`src/rtl/rom_img_rd_ctrl_if.sv`:
```
// Bus bundle between the image read controller and its surroundings:
// read requests and image select in, ROM address out and ROM data back,
// plus the realigned pixel stream.
interface rom_img_rd_ctrl_if #(
   parameter int ADDR_W = 18,
   parameter int DATA_W = 8
);
   logic              rd_en;
   logic              frame_start;
   logic [1:0]        img_sel;
   logic [ADDR_W-1:0] rom_addr;
   logic [DATA_W-1:0] rom_q;
   logic [DATA_W-1:0] pix_data;
   logic              pix_vld;
   logic [15:0]       pix_x;
   logic [15:0]       pix_y;
   logic              frame_done;

   // Requester/ROM side.
   modport master (
      output rd_en, frame_start, img_sel, rom_q,
      input  rom_addr, pix_data, pix_vld, pix_x, pix_y, frame_done
   );

   // Controller side.
   modport slave (
      input  rd_en, frame_start, img_sel, rom_q,
      output rom_addr, pix_data, pix_vld, pix_x, pix_y, frame_done
   );
endinterface

```
`src/rtl/rom_img_rd_ctrl.sv`:
```
// Multi-image ROM read controller. Images sit back-to-back in one
// synchronous ROM; each read steps a registered address through the active
// image and the ROM data is realigned with a valid flag and coordinates.
module rom_img_rd_ctrl #(
   parameter int IMG_W   = 200,
   parameter int IMG_H   = 200,
   parameter int IMG_NUM = 4,
   parameter int ADDR_W  = 18,
   parameter int DATA_W  = 8,
   parameter int ROM_LAT = 1
) (
   input  logic clk,
   input  logic rst_n,
   rom_img_rd_ctrl_if.slave bus
);

   localparam logic [ADDR_W-1:0] FRAME_SZ = ADDR_W'(IMG_W * IMG_H);
   localparam logic [15:0]       X_LAST   = 16'(IMG_W - 1);
   localparam logic [15:0]       Y_LAST   = 16'(IMG_H - 1);

   logic [ADDR_W-1:0] rom_addr_reg, rom_addr_next;
   logic [15:0]       x_reg, x_next;
   logic [15:0]       y_reg, y_next;
   logic [1:0]        sel_map;
   logic [ADDR_W-1:0] sel_base;
   logic              last_pix;

   logic              vld_pipe  [ROM_LAT];
   logic              last_pipe [ROM_LAT];
   logic [15:0]       x_pipe    [ROM_LAT];
   logic [15:0]       y_pipe    [ROM_LAT];

   logic [DATA_W-1:0] pix_data_reg;
   logic              pix_vld_reg;
   logic [15:0]       pix_x_reg;
   logic [15:0]       pix_y_reg;
   logic              frame_done_reg;

   // The base multiply only feeds the load path (frame start / image wrap);
   // the per-pixel path is a plain increment of the running address.
   always_comb begin
      sel_map  = (int'(bus.img_sel) < IMG_NUM) ? bus.img_sel : 2'd0;
      sel_base = ADDR_W'(sel_map) * FRAME_SZ;
      last_pix = (x_reg == X_LAST) && (y_reg == Y_LAST);
   end

   // Next counter/address: frame_start wins, otherwise step on rd_en.
   always_comb begin
      x_next        = x_reg;
      y_next        = y_reg;
      rom_addr_next = rom_addr_reg;
      if (bus.frame_start) begin
         x_next        = '0;
         y_next        = '0;
         rom_addr_next = sel_base;
      end else if (bus.rd_en) begin
         if (last_pix) begin
            x_next        = '0;
            y_next        = '0;
            rom_addr_next = sel_base;
         end else if (x_reg == X_LAST) begin
            x_next        = '0;
            y_next        = y_reg + 16'd1;
            rom_addr_next = rom_addr_reg + ADDR_W'(1);
         end else begin
            x_next        = x_reg + 16'd1;
            rom_addr_next = rom_addr_reg + ADDR_W'(1);
         end
      end
   end

   // Address and coordinate counters.
   always_ff @(posedge clk or negedge rst_n) begin
      if (!rst_n) begin
         rom_addr_reg <= '0;
         x_reg        <= '0;
         y_reg        <= '0;
      end else begin
         rom_addr_reg <= rom_addr_next;
         x_reg        <= x_next;
         y_reg        <= y_next;
      end
   end

   // First delay stage records the request issued with the current address.
   always_ff @(posedge clk or negedge rst_n) begin
      if (!rst_n) begin
         vld_pipe[0]  <= 1'b0;
         last_pipe[0] <= 1'b0;
         x_pipe[0]    <= '0;
         y_pipe[0]    <= '0;
      end else begin
         vld_pipe[0]  <= bus.rd_en & ~bus.frame_start;
         last_pipe[0] <= last_pix;
         x_pipe[0]    <= x_reg;
         y_pipe[0]    <= y_reg;
      end
   end

   genvar gi;
   generate
      for (gi = 1; gi < ROM_LAT; gi++) begin : g_stage
         // Extra stages match the remaining ROM latency.
         always_ff @(posedge clk or negedge rst_n) begin
            if (!rst_n) begin
               vld_pipe[gi]  <= 1'b0;
               last_pipe[gi] <= 1'b0;
               x_pipe[gi]    <= '0;
               y_pipe[gi]    <= '0;
            end else begin
               vld_pipe[gi]  <= vld_pipe[gi-1];
               last_pipe[gi] <= last_pipe[gi-1];
               x_pipe[gi]    <= x_pipe[gi-1];
               y_pipe[gi]    <= y_pipe[gi-1];
            end
         end
      end
   endgenerate

   // Output register: capture ROM data with its coordinates, hold otherwise.
   always_ff @(posedge clk or negedge rst_n) begin
      if (!rst_n) begin
         pix_data_reg   <= '0;
         pix_vld_reg    <= 1'b0;
         pix_x_reg      <= '0;
         pix_y_reg      <= '0;
         frame_done_reg <= 1'b0;
      end else begin
         pix_vld_reg    <= vld_pipe[ROM_LAT-1];
         frame_done_reg <= vld_pipe[ROM_LAT-1] & last_pipe[ROM_LAT-1];
         if (vld_pipe[ROM_LAT-1]) begin
            pix_data_reg <= bus.rom_q;
            pix_x_reg    <= x_pipe[ROM_LAT-1];
            pix_y_reg    <= y_pipe[ROM_LAT-1];
         end
      end
   end

   assign bus.rom_addr   = rom_addr_reg;
   assign bus.pix_data   = pix_data_reg;
   assign bus.pix_vld    = pix_vld_reg;
   assign bus.pix_x      = pix_x_reg;
   assign bus.pix_y      = pix_y_reg;
   assign bus.frame_done = frame_done_reg;

endmodule

```
`src/flat_wrapper.sv`:
```
// flat-port wrapper written by rule: the top's interface ports become plain ports
module rom_img_rd_ctrl_flat 
#(
   parameter int IMG_W   = 200,
   parameter int IMG_H   = 200,
   parameter int IMG_NUM = 4,
   parameter int ADDR_W  = 18,
   parameter int DATA_W  = 8,
   parameter int ROM_LAT = 1
)
  (clk, rst_n, bus_rd_en, bus_frame_start, bus_img_sel, bus_rom_q, bus_rom_addr, bus_pix_data, bus_pix_vld, bus_pix_x, bus_pix_y, bus_frame_done);
  rom_img_rd_ctrl_if #(.ADDR_W(ADDR_W), .DATA_W(DATA_W)) bus_i ();
  input  logic clk;
  input  logic rst_n;
  input wire logic [$bits(bus_i.rd_en)-1:0] bus_rd_en;
  input wire logic [$bits(bus_i.frame_start)-1:0] bus_frame_start;
  input wire logic [$bits(bus_i.img_sel)-1:0] bus_img_sel;
  input wire logic [$bits(bus_i.rom_q)-1:0] bus_rom_q;
  output wire logic [$bits(bus_i.rom_addr)-1:0] bus_rom_addr;
  output wire logic [$bits(bus_i.pix_data)-1:0] bus_pix_data;
  output wire logic [$bits(bus_i.pix_vld)-1:0] bus_pix_vld;
  output wire logic [$bits(bus_i.pix_x)-1:0] bus_pix_x;
  output wire logic [$bits(bus_i.pix_y)-1:0] bus_pix_y;
  output wire logic [$bits(bus_i.frame_done)-1:0] bus_frame_done;
  assign bus_i.rd_en = bus_rd_en;
  assign bus_i.frame_start = bus_frame_start;
  assign bus_i.img_sel = bus_img_sel;
  assign bus_i.rom_q = bus_rom_q;
  assign bus_rom_addr = bus_i.rom_addr;
  assign bus_pix_data = bus_i.pix_data;
  assign bus_pix_vld = bus_i.pix_vld;
  assign bus_pix_x = bus_i.pix_x;
  assign bus_pix_y = bus_i.pix_y;
  assign bus_frame_done = bus_i.frame_done;
  rom_img_rd_ctrl #(.IMG_W(IMG_W), .IMG_H(IMG_H), .IMG_NUM(IMG_NUM), .ADDR_W(ADDR_W), .DATA_W(DATA_W), .ROM_LAT(ROM_LAT)) u_core (.clk(clk), .rst_n(rst_n), .bus(bus_i));
endmodule
```
`config.mk`:
```
export PLATFORM = sky130hd
export DESIGN_NAME = rom_img_rd_ctrl_flat
export DESIGN_NICKNAME = d
export VERILOG_FILES = /design/src/rtl/rom_img_rd_ctrl_if.sv /design/src/rtl/rom_img_rd_ctrl.sv /design/src/flat_wrapper.sv
export SDC_FILE = /design/constraint.sdc
export NUM_CORES = 1
export LEC_CHECK = 0
export CORE_MARGIN = 10
export CORE_UTILIZATION = 53
export DETAILED_ROUTE_END_ITERATION = 10
export DONT_BUFFER_PORTS = 1
export PLACE_DENSITY = 0.71
export SLEW_MARGIN = 10
export SYNTH_ARGS = -nofsm -noshare
export SYNTH_HDL_FRONTEND = slang
export SYNTH_SLANG_ARGS = --single-unit
```
`constraint.sdc`:
```
create_clock -name clk -period 2.2 [get_ports clk]
set_input_delay 0.44 -clock clk [delete_from_list [all_inputs] [get_ports clk]]
set_output_delay 0.44 -clock clk [all_outputs]
set_load 0.02 [all_outputs]
```
==> tab_implementation.tex, run 1 <==
\begin{tabular}{lr}
\hline
Metric & Value \\
\hline
\multicolumn{2}{l}{\textbf{Place}} \\
\quad Routability Congestion & about 0.93 \\
\quad \# port buffers & 0 \\
\quad Detailed-placement wirelength estimate & 7960 um \\
\quad Placed cell count & 605 \\
\multicolumn{2}{l}{\textbf{Timing}} \\
\quad Final slew viol count & 0 \\
\quad Clock Skew & 7.34 ps \\
\quad Worst-case headroom to the max-slew limit & a little over half \\
\quad Worst Hold Margin & -384 ps \\
\quad Shortest period the worst path allows & approximately 2200 ps \\
\quad Number of setup violations in the final report & 0 \\
\quad Setup repair after global routing missed its margin & yes \\
\quad Worst Tran Pin Value & 679 ps \\
\quad Highest clock frequency the design can meet & about 460 MHz \\
\quad Share of the clock period used by the worst path & 98.1\% \\
\quad Final hold violation count & around 130 \\
\multicolumn{2}{l}{\textbf{Power and ir drop}} \\
\quad Power consumption & between 5 and 6 mW \\
\quad Combinational share of power & 3.6\% \\
\quad Switching portion of total power & a little over a fifth \\
\quad Net switching power of the design & about 1.2 mW \\
\quad Cell area power density & between 900 and 1000 nW/um\^{}2 \\
\quad Cell internal power dissipation & between 4 and 5 mW \\
\quad Clock power share & between 50\% and 60\% \\
\quad Power share of the sequential group & a little over two fifths \\
\quad VDD IR max & about 0.49 mV \\
\quad LEAKAGE & between 2 and 3 nW \\
\multicolumn{2}{l}{\textbf{Finish}} \\
\quad Number of diodes added for antenna fixing & 0 \\
\quad Final cell count without fillers & 642 \\
\quad Largest register FFs & 18 \\
\quad Register Area & approximately 3200 um\^{}2 \\
\quad Fill cells & 713 \\
\quad Final Net Count & approximately 520 \\
\quad Area taken by multi-input logic gates & between 2000 and 2500 um\^{}2 \\
\quad Area grow syn2layout & 23.2\% \\
\quad Share of post-route cells with drive strength above 1 & between 20\% and 30\% \\
\multicolumn{2}{l}{\textbf{Hold path}} \\
\quad Class of the worst hold path & input port to async pin \\
\multicolumn{2}{l}{\textbf{Floorplan}} \\
\quad Floorplan core area & between 9000 and 10000 um\^{}2 \\
\quad Horiz. Die Dim & approximately 120 um \\
\quad Num ports & 74 \\
\quad Die H & around 120 um \\
\quad Number of placement rows & 36 \\
\quad Initial cell density of the core & 54.1\% \\
\quad Total die area & between 10000 and 15000 um\^{}2 \\
\multicolumn{2}{l}{\textbf{Routing}} \\
\quad Count of antenna-violating nets left after detailed routing & 0 \\
\quad Drt initial violations & 368 \\
\quad Post-route DRC violation count & 0 \\
\quad Wire length after detailed routing & roughly 12000 um \\
\quad Number of optimization iterations in the first detailed-route pass & 5 \\
\quad Average via count per standard cell & $\sim$5.9 \\
\quad Vias after detailed routing & about 3800 \\
\quad Final routed wire length divided by cell count & approximately 19 um \\
\multicolumn{2}{l}{\textbf{Global routing}} \\
\quad Total gr overflow & 0 \\
\quad Antenna violations before repair & 0 \\
\quad First-pass GRT wire length & approximately 20000 um \\
\quad Number of global-route vias before repair & 3839 \\
\quad Largest net degree at the start of global routing & 127 \\
\quad Gr usage total & roughly 17\% \\
\multicolumn{2}{l}{\textbf{Clocking}} \\
\quad Number of sinks driven by the clock tree & $\sim$130 \\
\quad Deepest level of the CTS H-tree & 4 \\
\quad Clock tree root driver cell & clkbuf\_8 \\
\quad Hold-fix buffer count after cts & 1 \\
\quad Post-CTS clock slew at the launch and capture registers of the worst setup and hold paths & roughly 60 ps \\
\quad TritonCTS clock tree & built \\
\quad Later-pin clock latency in the skew report & 520 ps \\
\quad Number of buffers on the longest clock path & 2 \\
\quad CTS Buf Count & 17 \\
\multicolumn{2}{l}{\textbf{Synthesis}} \\
\quad Combinational family with the most area after synthesis & simple AND/OR/NAND/NOR gates \\
\quad Post-synthesis compound-gate area fraction & approximately 6.0\% \\
\quad Xor/xnor share of the synthesized area & just under 5\% \\
\quad Netlist cell types & 46 \\
\quad Number of flops mapped to enable cells by yosys & 0 \\
\quad Fraction of post-synthesis cell area in the top cell type by area & about three fifths \\
\quad Post-Synth Adder-Cell Area & around 1.4\% \\
\quad Post-synthesis cell type with the largest combined area & dfrtp\_1 \\
\quad Yosys reg bits & 126 \\
\quad Syn nets & between 400 and 500 \\
\quad Number of instances in the synthesized netlist & around 440 \\
\quad Avg Inst Size Synth & around 12 um\^{}2 \\
\quad Simple-gate area share of the yosys netlist & approximately 16\% \\
\quad Proportion of synthesized chip area in sequential cells & around three fifths \\
\quad Top flip-flop cell by instance count after synthesis & dfrtp\_1 \\
\quad Mapped cell area & $\sim$5200 um\^{}2 \\
\quad Area contributors post-synth & dfrtp\_1, mux2\_2, xor2\_1, nor2\_1, nand2\_1 \\
\quad Proportion of synthesized area in mux cells & a little under a tenth \\
\quad Top-count cell post-synth & dfrtp\_1 \\
\quad Synthesis warning total & 0 \\
\quad Top cells by instance count after synthesis & dfrtp\_1, mux2\_2, nor2\_1 \\
\quad Asr flop ratio synth & 100\% \\
\multicolumn{2}{l}{\textbf{Critical path}} \\
\quad Crit path required time & between 2000 and 3000 ps \\
\quad Maximum fanout along the worst path & 7 \\
\quad Data arrival time of the critical path & between 2000 and 3000 ps \\
\quad Type of the worst setup path & register to register \\
\quad Critical Path End Type & register \\
\quad Kind of launch point of the worst setup path & register \\
\quad R2R setup slack & between 40 and 50 ps \\
\multicolumn{2}{l}{\textbf{Status}} \\
\quad Outcome & finished, violations left \\
\quad Violated checks & negative hold slack \\
\multicolumn{2}{l}{\textbf{Job}} \\
\quad Reported max-cap violation count & 0 \\
\hline
\end{tabular}
worst paths after layout:
| kind | start | cells after the start | end |
|---|---|---|---|
| worst max-delay path | u_core.x_reg[3] | 5 | u_core.y_reg[13] |
| worst min register to register | u_core.y_reg[14] | 0 | u_core.y_pipe[14] |
| max in group asynchronous | rst_n | 0 | u_core.vld_pipe |
| worst min-delay path | rst_n | 0 | u_core.x_reg[8] |
| min in group clk | bus_rom_q[1] | 1 | u_core.bus.pix_data[1] |
| worst max register to register | u_core.x_reg[3] | 5 | u_core.y_reg[13] |
cell families (layout without fill, tap and decap cells):
logic type | after synthesis | count (layout)
adders and majority gates | 6 | 6
buffers and inverters | 26 | 92
and+or+nand+nor | 165 | 165
xor gates and xnor gates | 29 | 29
AOI/OAI and AO/OA | 47 | 47
DFF | 126 | 126
muxes | 44 | 44
cell type report:
cell class / instances / area share (%)
clock buffer: 19 / 6.69
inverter: 11 / 0.640
sequential: 126 / 48.9
multi-input combinational: 291 / 31.8
tap: 133 / 2.58
timing repair buffer: 49 / 5.74
clock inverter: 13 / 3.66
power by group through the flow:
stage	sequential, mW	combinational, mW	clock (mW)
6_report	2.48	0.207	3.14
5_1_grt	2.48	0.228	3.28
4_1_cts	2.48	0.204	3.17
3_5_place_dp	2.52	0.201	0
3_3_place_gp	2.52	0.195	0
2_1_floorplan	2.52	0.131	0
stage by stage:
stage / instance area (um^2) / TNS, ps / setup WS, ps / util, %
final: 6450 / 0 / 41.8 / 66.7
after detailed placement: 5680 / -34.7 / -28.6 / 58.7
after global routing: 6450 / -141 / -44.3 / 66.7
after CTS: 6360 / -88.6 / -21.9 / 65.7
after global placement: 5680 / 0 / 13.0 / 58.7
after floorplan: 5240 / 0 / 12.5 / -
metal layers:
metal | up-vias | wire length [um] | global-route usage (%)
met5 | - | 0 | 0
met4 | 0 | 196 | 6.26
met3 | 28 | 1120 | 7.27
met2 | 162 | 5990 | 27.4
met1 | 1875 | 4870 | 20.6
li1 | 1703 | - | -
critical path, cell delays in order, from the launching register on:
cell,delay [ps]
dfrtp_1,380
or4_4,590
o41a_1,590
nor4_2,250
xnor2_1,170
nor2_1,60
what timing repair did:
| action | CTS | global route |
|---|---|---|
| pin swaps | 0 | 10 |
| setup buffers | 0 | 4 |
| endpoints found under the setup margin | 10 | 18 |
| gates resized for setup | 1 | 14 |
| endpoints found under the hold margin | 130 | 126 |
| cloned | 0 | 0 |
cell usage in the layout, fill, tap and decap left out, types with 2 or more instances in the layout:
master      count
a31oi_1         2
inv_1          10
and3_1          8
dfrtp_1       125
mux2_2         40
nor3_1         11
nor4b_1         2
o22ai_1         6
xnor2_1        12
nand3_1        22
o21ai_0        11
a31o_2          2
clkinvlp_4      4
nor4_1          7
a21oi_1         6
mux2i_1         4
a32oi_1         2
nor2_1         38
xor2_1         17
and2_1          4
a21o_1          2
or4_1           2
ha_1            6
clkinv_4        2
or3_1           2
nand4_1        13
buf_4          48
clkbuf_16      16
nand3b_1        2
bufinv_16       6
o21ai_1         3
and4_1          7
nand2_1        33
a211oi_1        3
or4_4           3
clkbuf_8        2
nor4_2          6
(Power assumes the default switching activity.)
==> run 2, diff against run 1 <==
PLACE_DENSITY = 0.68   (was 0.71)
clock period = 2.4 ns   (was 2.2 ns; I/O delays follow)
==> run 2 against run 1 <==
The run still ends with negative hold slack left. Global-route usage down 0.064 points. Register-to-register slack gained 60 ps. Critical path depth stayed put. Clock-buffer cell count is 4 higher. Cell count fell by 3.7%. Largest cell class unchanged. Sequential power is 8% lower. Sequential cell count unchanged. First-iteration DRC count fell by 6.8%. Hold slack improved by 43 ps.
==> tab_implementation.tex, run 2 (synthesis results as in run 1) <==
\begin{tabular}{lr}
\hline
Metric & Value \\
\hline
\multicolumn{2}{l}{\textbf{Status}} \\
\quad Outcome & finished, violations left \\
\quad Violated checks & negative hold slack \\
\multicolumn{2}{l}{\textbf{Floorplan}} \\
\quad Die H & about 120 um \\
\quad Total die area & around 14000 um\^{}2 \\
\quad Floorplan core area & just under 10000 um\^{}2 \\
\quad Initial cell density of the core & between 50\% and 60\% \\
\quad Horiz. Die Dim & 119 um \\
\quad Number of placement rows & 36 \\
\quad Num ports & 74 \\
\multicolumn{2}{l}{\textbf{Place}} \\
\quad Placed cell count & between 500 and 600 \\
\quad \# port buffers & 0 \\
\quad Placed inst area & roughly 5500 um\^{}2 \\
\quad Detailed-placement wirelength estimate & between 8000 and 9000 um \\
\quad Setup slack at placement & $\sim$120 ps \\
\quad Routability Congestion & between 0.9 and 1 \\
\multicolumn{2}{l}{\textbf{Clocking}} \\
\quad Number of sinks driven by the clock tree & about 130 \\
\quad Later-pin clock latency in the skew report & 520 ps \\
\quad Post-CTS setup buffers & 0 \\
\quad Number of buffers on the longest clock path & 2 \\
\quad Post-CTS clock slew at the launch and capture registers of the worst setup and hold paths & 60 ps \\
\quad Clock tree root driver cell & clkbuf\_8 \\
\quad CTS Buf Count & 17 \\
\quad TritonCTS clock tree & built \\
\quad Deepest level of the CTS H-tree & 4 \\
\multicolumn{2}{l}{\textbf{Power and ir drop}} \\
\quad Cell area power density & 771 nW/um\^{}2 \\
\quad VDD IR max & roughly 0.43 mV \\
\quad LEAKAGE & roughly 2.8 nW \\
\multicolumn{2}{l}{\textbf{Critical path}} \\
\quad Kind of launch point of the worst setup path & register \\
\quad Maximum fanout along the worst path & 7 \\
\quad Highest cell delay on the worst timing path & between 500 and 600 ps \\
\quad Slowest cell on the critical path & o41a\_1 \\
\quad Worst-path cell chain & or4b\_4 -> o41a\_1 -> nor4\_2 -> xnor2\_1 -> nor2\_1 \\
\quad Worst r2r src & u\_core.x\_reg[5] \\
\quad Data arrival time of the critical path & 2700 ps \\
\quad Crit path required time & roughly 2800 ps \\
\quad Type of the worst setup path & register to register \\
\quad Critical Path End Type & register \\
\quad Start point of the critical path & u\_core.x\_reg[5] \\
\quad Number of buffers and inverters on the critical path & 0 \\
\quad Family with the most delay on the worst path & simple AND/OR/NAND/NOR gates \\
\multicolumn{2}{l}{\textbf{Finish}} \\
\quad Final cell count without fillers & around 620 \\
\quad Most common library cell in the layout ignoring fill and taps & dfrtp\_1 \\
\quad Register Area & 3160 um\^{}2 \\
\quad Fill cells & 777 \\
\quad Area taken by multi-input logic gates & 2000 um\^{}2 \\
\quad Area grow syn2layout & 15.9\% \\
\quad Design area & roughly 6100 um\^{}2 \\
\quad Final Core Density & 62.8\% \\
\quad Share of post-route cells with drive strength above 1 & roughly 21\% \\
\quad Highest-count cells in the layout ignoring fill and taps & dfrtp\_1, mux2\_2, nor2\_1 \\
\quad Final Net Count & 493 \\
\quad Number of diodes added for antenna fixing & 0 \\
\quad Largest register FFs & 18 \\
\multicolumn{2}{l}{\textbf{Global routing}} \\
\quad Antenna violations before repair & 0 \\
\quad Total gr overflow & 0 \\
\quad Number of global-route vias before repair & about 3800 \\
\quad Gr usage total & roughly 17\% \\
\quad Largest net degree at the start of global routing & around 130 \\
\quad First-pass GRT wire length & just under 20000 um \\
\multicolumn{2}{l}{\textbf{Timing}} \\
\quad Highest clock frequency the design can meet & approximately 440 MHz \\
\quad Final hold violation count & 126 \\
\quad Clock Skew & around 5.6 ps \\
\quad Worst Tran Pin Value & between 900 and 1000 ps \\
\quad Worst Hold Margin & -341 ps \\
\quad Final WS setup & slightly above 100 ps \\
\quad Share of the clock period used by the worst path & between 90\% and 100\% \\
\quad Number of setup violations in the final report & 0 \\
\quad Final slew viol count & 0 \\
\quad Worst-case headroom to the max-slew limit & between 30\% and 40\% \\
\quad Shortest period the worst path allows & about 2300 ps \\
\multicolumn{2}{l}{\textbf{Routing}} \\
\quad Post-route DRC violation count & 0 \\
\quad Average via count per standard cell & 5.91 \\
\quad Vias after detailed routing & between 3000 and 4000 \\
\quad Drt initial violations & 343 \\
\quad Number of optimization iterations in the first detailed-route pass & 5 \\
\quad Count of antenna-violating nets left after detailed routing & 0 \\
\quad Final routed wire length divided by cell count & slightly below 20 um \\
\quad Wire length after detailed routing & between 10000 and 15000 um \\
\multicolumn{2}{l}{\textbf{Hold path}} \\
\quad Class of the worst hold path & input port to async pin \\
\multicolumn{2}{l}{\textbf{Job}} \\
\quad Reported max-cap violation count & 0 \\
\hline
\end{tabular}
run 2: cell count changes in the layout (fill, tap and decap cells not counted), moves of 3 or more:
cell,previous run,this run
clkinv_2,0,6
clkinvlp_4,4,1
bufinv_16,6,1
nor4_2,6,2
nor4_1,7,11
buf_4,48,26
clkbuf_1,1,5
run 2: final cells by class:
class	instances	area share, %
Sequential cell	126	51.9
Multi-Input combinational cell	291	33.0
Clock buffer	23	7.35
Timing Repair Buffer	26	3.21
Tap cell	133	2.74
Clock inverter	8	1.11
Inverter	11	0.679
run 2: worst paths after layout:
| path | end | slack [ps] | depth (start not counted) |
|---|---|---|---|
| setup / recovery | u_core.y_reg[13] | 100 | 5 |
| hold / removal | u_core.y_pipe[15] | -340 | 0 |
| setup reg to reg | u_core.y_reg[13] | 100 | 5 |
| hold reg to reg | u_core.y_pipe[6] | 450 | 0 |
| max in group asynchronous | u_core.vld_pipe | 2630 | 0 |
| min in group clk | u_core.y_reg[0] | 30 | 1 |
run 2: through the flow:
step | setup TNS (ps) | total power [mW] | hold slack (ps)
detailed placement | 0 | 2.48 | 189
floorplan | 0 | 2.43 | 184
finish | 0 | 4.69 | -341
CTS | 0 | 4.72 | -355
global route | -42.6 | 4.84 | -358
global placement | 0 | 2.48 | 189
run 2: where the power goes:
group | switching, mW | internal (mW) | leakage, nW
Sequential | 0.115 | 2.18 | 1.71
Combinational | 0.0789 | 0.0756 | 0.848
Clock | 0.860 | 1.38 | 0.255
Total | 1.05 | 3.63 | 2.81
run 2: metal layers:
layer  GRT usage [%]  part of all wire (%)
met2            27.9                    51
met4            7.77                   2.7
met3            6.47                   7.0
met5               0                     0
met1            19.9                    40
run 2: timing repair:
| item | CTS | global route |
|---|---|---|
| endpoints found under the hold margin | 126 | 126 |
| endpoints found under the setup margin | 0 | 5 |
| gates resized for setup | 0 | 6 |
==> run 3, diff against run 2 <==
clock period = 3 ns   (was 2.4 ns; I/O delays follow)
==> run 3 against run 2 <==
The flow still finishes with violations (negative hold slack). Clock skew is 2.8 ps higher. Via count fell by 3.9%. Total power is 13% lower. First-iteration DRC count fell by 4.4%. Clock-buffer cell count decreased by 2. Clock power fell by 5%. Largest power group is now clock.
==> tab_implementation.tex, run 3 (synthesis results as in run 1) <==
\begin{tabular}{lr}
\hline
Metric & Value \\
\hline
\multicolumn{2}{l}{\textbf{Floorplan}} \\
\quad Die H & between 100 and 150 um \\
\quad Number of placement rows & 36 \\
\quad Num ports & between 70 and 80 \\
\quad Initial cell density of the core & approximately 54\% \\
\quad Total die area & $\sim$14000 um\^{}2 \\
\quad Floorplan core area & between 9000 and 10000 um\^{}2 \\
\quad Horiz. Die Dim & around 120 um \\
\multicolumn{2}{l}{\textbf{Status}} \\
\quad Violated checks & negative hold slack \\
\quad Outcome & finished, violations left \\
\multicolumn{2}{l}{\textbf{Timing}} \\
\quad Highest clock frequency the design can meet & 402 MHz \\
\quad Worst Tran Pin Value & between 900 and 1000 ps \\
\quad Worst Hold Margin & -223 ps \\
\quad Setup repair after global routing missed its margin & no \\
\quad Share of the clock period used by the worst path & roughly 83\% \\
\quad Total negative slack & 0 ps \\
\quad Final slew viol count & 0 \\
\quad Final hold violation count & 126 \\
\quad Number of setup violations in the final report & 0 \\
\quad Shortest period the worst path allows & between 2000 and 2500 ps \\
\quad Worst-case headroom to the max-slew limit & 39.2\% \\
\quad Clock Skew & approximately 8.4 ps \\
\multicolumn{2}{l}{\textbf{Clocking}} \\
\quad Post-CTS clock slew at the launch and capture registers of the worst setup and hold paths & 60 ps \\
\quad Gates resized, CTS repair & 0 \\
\quad TritonCTS clock tree & built \\
\quad Number of sinks driven by the clock tree & $\sim$130 \\
\quad Deepest level of the CTS H-tree & 4 \\
\quad Post-CTS setup buffers & 0 \\
\quad Later-pin clock latency in the skew report & 520 ps \\
\quad Clock tree root driver cell & clkbuf\_8 \\
\quad CTS Buf Count & 17 \\
\quad Number of buffers on the longest clock path & 2 \\
\multicolumn{2}{l}{\textbf{Critical path}} \\
\quad Slowest cell on the critical path & o21ai\_0 \\
\quad Start point of the critical path & u\_core.y\_reg[0] \\
\quad R2R setup slack & $\sim$500 ps \\
\quad Number of buffers and inverters on the critical path & 0 \\
\quad Kind of launch point of the worst setup path & register \\
\quad Critical Path End Type & register \\
\quad Worst r2r dst & u\_core.bus.rom\_addr[13] \\
\quad Family with the most delay on the worst path & compound AO/OA/AOI/OAI gates \\
\quad Worst r2r src & u\_core.y\_reg[0] \\
\quad Crit path required time & approximately 3400 ps \\
\quad Crit path capture & u\_core.bus.rom\_addr[13] \\
\quad Stages on the worst setup path & 6 \\
\quad Number of cells on the worst reg-to-reg path & 6 \\
\quad Data arrival time of the critical path & roughly 2900 ps \\
\quad Maximum fanout along the worst path & 10 \\
\quad Worst-path cell chain & ha\_1 -> and4\_1 -> nand4\_1 -> o21ai\_0 -> nor2\_1 -> a211oi\_1 \\
\quad Highest cell delay on the worst timing path & 600 ps \\
\quad Type of the worst setup path & register to register \\
\multicolumn{2}{l}{\textbf{Global routing}} \\
\quad Gr usage total & about 16\% \\
\quad Largest net degree at the start of global routing & roughly 130 \\
\quad Number of global-route vias before repair & roughly 3500 \\
\quad First-pass GRT wire length & around 18000 um \\
\quad Antenna violations before repair & 0 \\
\quad Total gr overflow & 0 \\
\multicolumn{2}{l}{\textbf{Routing}} \\
\quad Number of optimization iterations in the first detailed-route pass & 5 \\
\quad Drt initial violations & about 330 \\
\quad Average via count per standard cell & slightly below 6 \\
\quad Final routed wire length divided by cell count & $\sim$19 um \\
\quad Wire length after detailed routing & about 11000 um \\
\quad Post-route DRC violation count & 0 \\
\quad Vias after detailed routing & 3511 \\
\quad Count of antenna-violating nets left after detailed routing & 0 \\
\multicolumn{2}{l}{\textbf{Finish}} \\
\quad Highest-count cells in the layout ignoring fill and taps & dfrtp\_1, mux2\_2, nor2\_1 \\
\quad Largest register FFs & 18 \\
\quad Share of post-route cells with drive strength above 1 & 17.7\% \\
\quad Area grow syn2layout & 14.4\% \\
\quad Most common library cell in the layout ignoring fill and taps & dfrtp\_1 \\
\quad Design area & 6000 um\^{}2 \\
\quad Fill cells & 763 \\
\quad Number of diodes added for antenna fixing & 0 \\
\quad Final Net Count & 470 \\
\multicolumn{2}{l}{\textbf{Power and ir drop}} \\
\quad LEAKAGE & roughly 2.7 nW \\
\quad Cell area power density & about 680 nW/um\^{}2 \\
\quad Power consumption & between 4 and 5 mW \\
\quad VDD IR max & roughly 0.36 mV \\
\multicolumn{2}{l}{\textbf{Place}} \\
\quad Placed inst area & 5370 um\^{}2 \\
\quad Detailed-placement wirelength estimate & 7540 um \\
\quad Routability Congestion & 0.907 \\
\quad \# port buffers & 0 \\
\multicolumn{2}{l}{\textbf{Hold path}} \\
\quad Class of the worst hold path & input port to async pin \\
\multicolumn{2}{l}{\textbf{Job}} \\
\quad Reported max-cap violation count & 0 \\
\hline
\end{tabular}
==> run 3: changes by cell type in the layout (fill, tap and decap cells not counted), sizes merged <==
cell      change
buf          -23
bufinv        +3
clkbuf        -2
clkinv        -2
clkinvlp      +2
==> run 3: power breakdown <==
| group | internal, mW | switching, mW |
|---|---|---|
| sequential | 1.74 | 0.100 |
| combinational | 0.0530 | 0.0522 |
| clock | 1.41 | 0.711 |
| total | 3.20 | 0.864 |
==> run 3: worst min path at each step <==
| stage | depth (start not counted) | end | from |
|---|---|---|---|
| 2_1_floorplan | 0 | u_core.bus.frame_done | rst_n |
| 3_3_place_gp | 0 | u_core.bus.pix_data[7] | rst_n |
| 3_5_place_dp | 0 | u_core.bus.pix_data[7] | rst_n |
| 4_1_cts | 0 | u_core.bus.pix_data[3] | rst_n |
| 5_1_grt | 0 | u_core.bus.pix_data[3] | rst_n |
| 6_report | 0 | u_core.bus.pix_data[6] | rst_n |
==> run 3: area by class of cell <==
type	instances	area (um^2)	share of cell area [%]
flip-flops and latches	126	3150	52.6
well taps	133	166	2.78
inverters	11	41.3	0.689
clock buffers	21	459	7.66
multi-input cells	291	1990	33.2
repair buffers	3	22.5	0.376
clock inverters	11	163	2.71
==> run 3: stage by stage <==
stage | hold slack (ps) | setup WS, ps | util (%) | cells
detailed placement | 309 | 597 | 55.5 | 564
CTS | -246 | 549 | 61.9 | 596
global placement | 309 | 651 | 55.5 | 564
finish | -223 | 511 | 61.9 | 596
global route | -253 | 304 | 61.9 | 596
floorplan | 304 | 798 | - | 443
==> run 3: routing by layer <==
layer | track usage (%) | vias to the layer above | wire, um | part of all wire [%]
met5 | 0 | - | 0 | 0
met4 | 6.41 | 0 | 126 | 1.1
met3 | 6.61 | 12 | 839 | 7.4
met2 | 25.6 | 109 | 5630 | 50
met1 | 19.3 | 1775 | 4750 | 42
li1 | - | 1615 | - | -
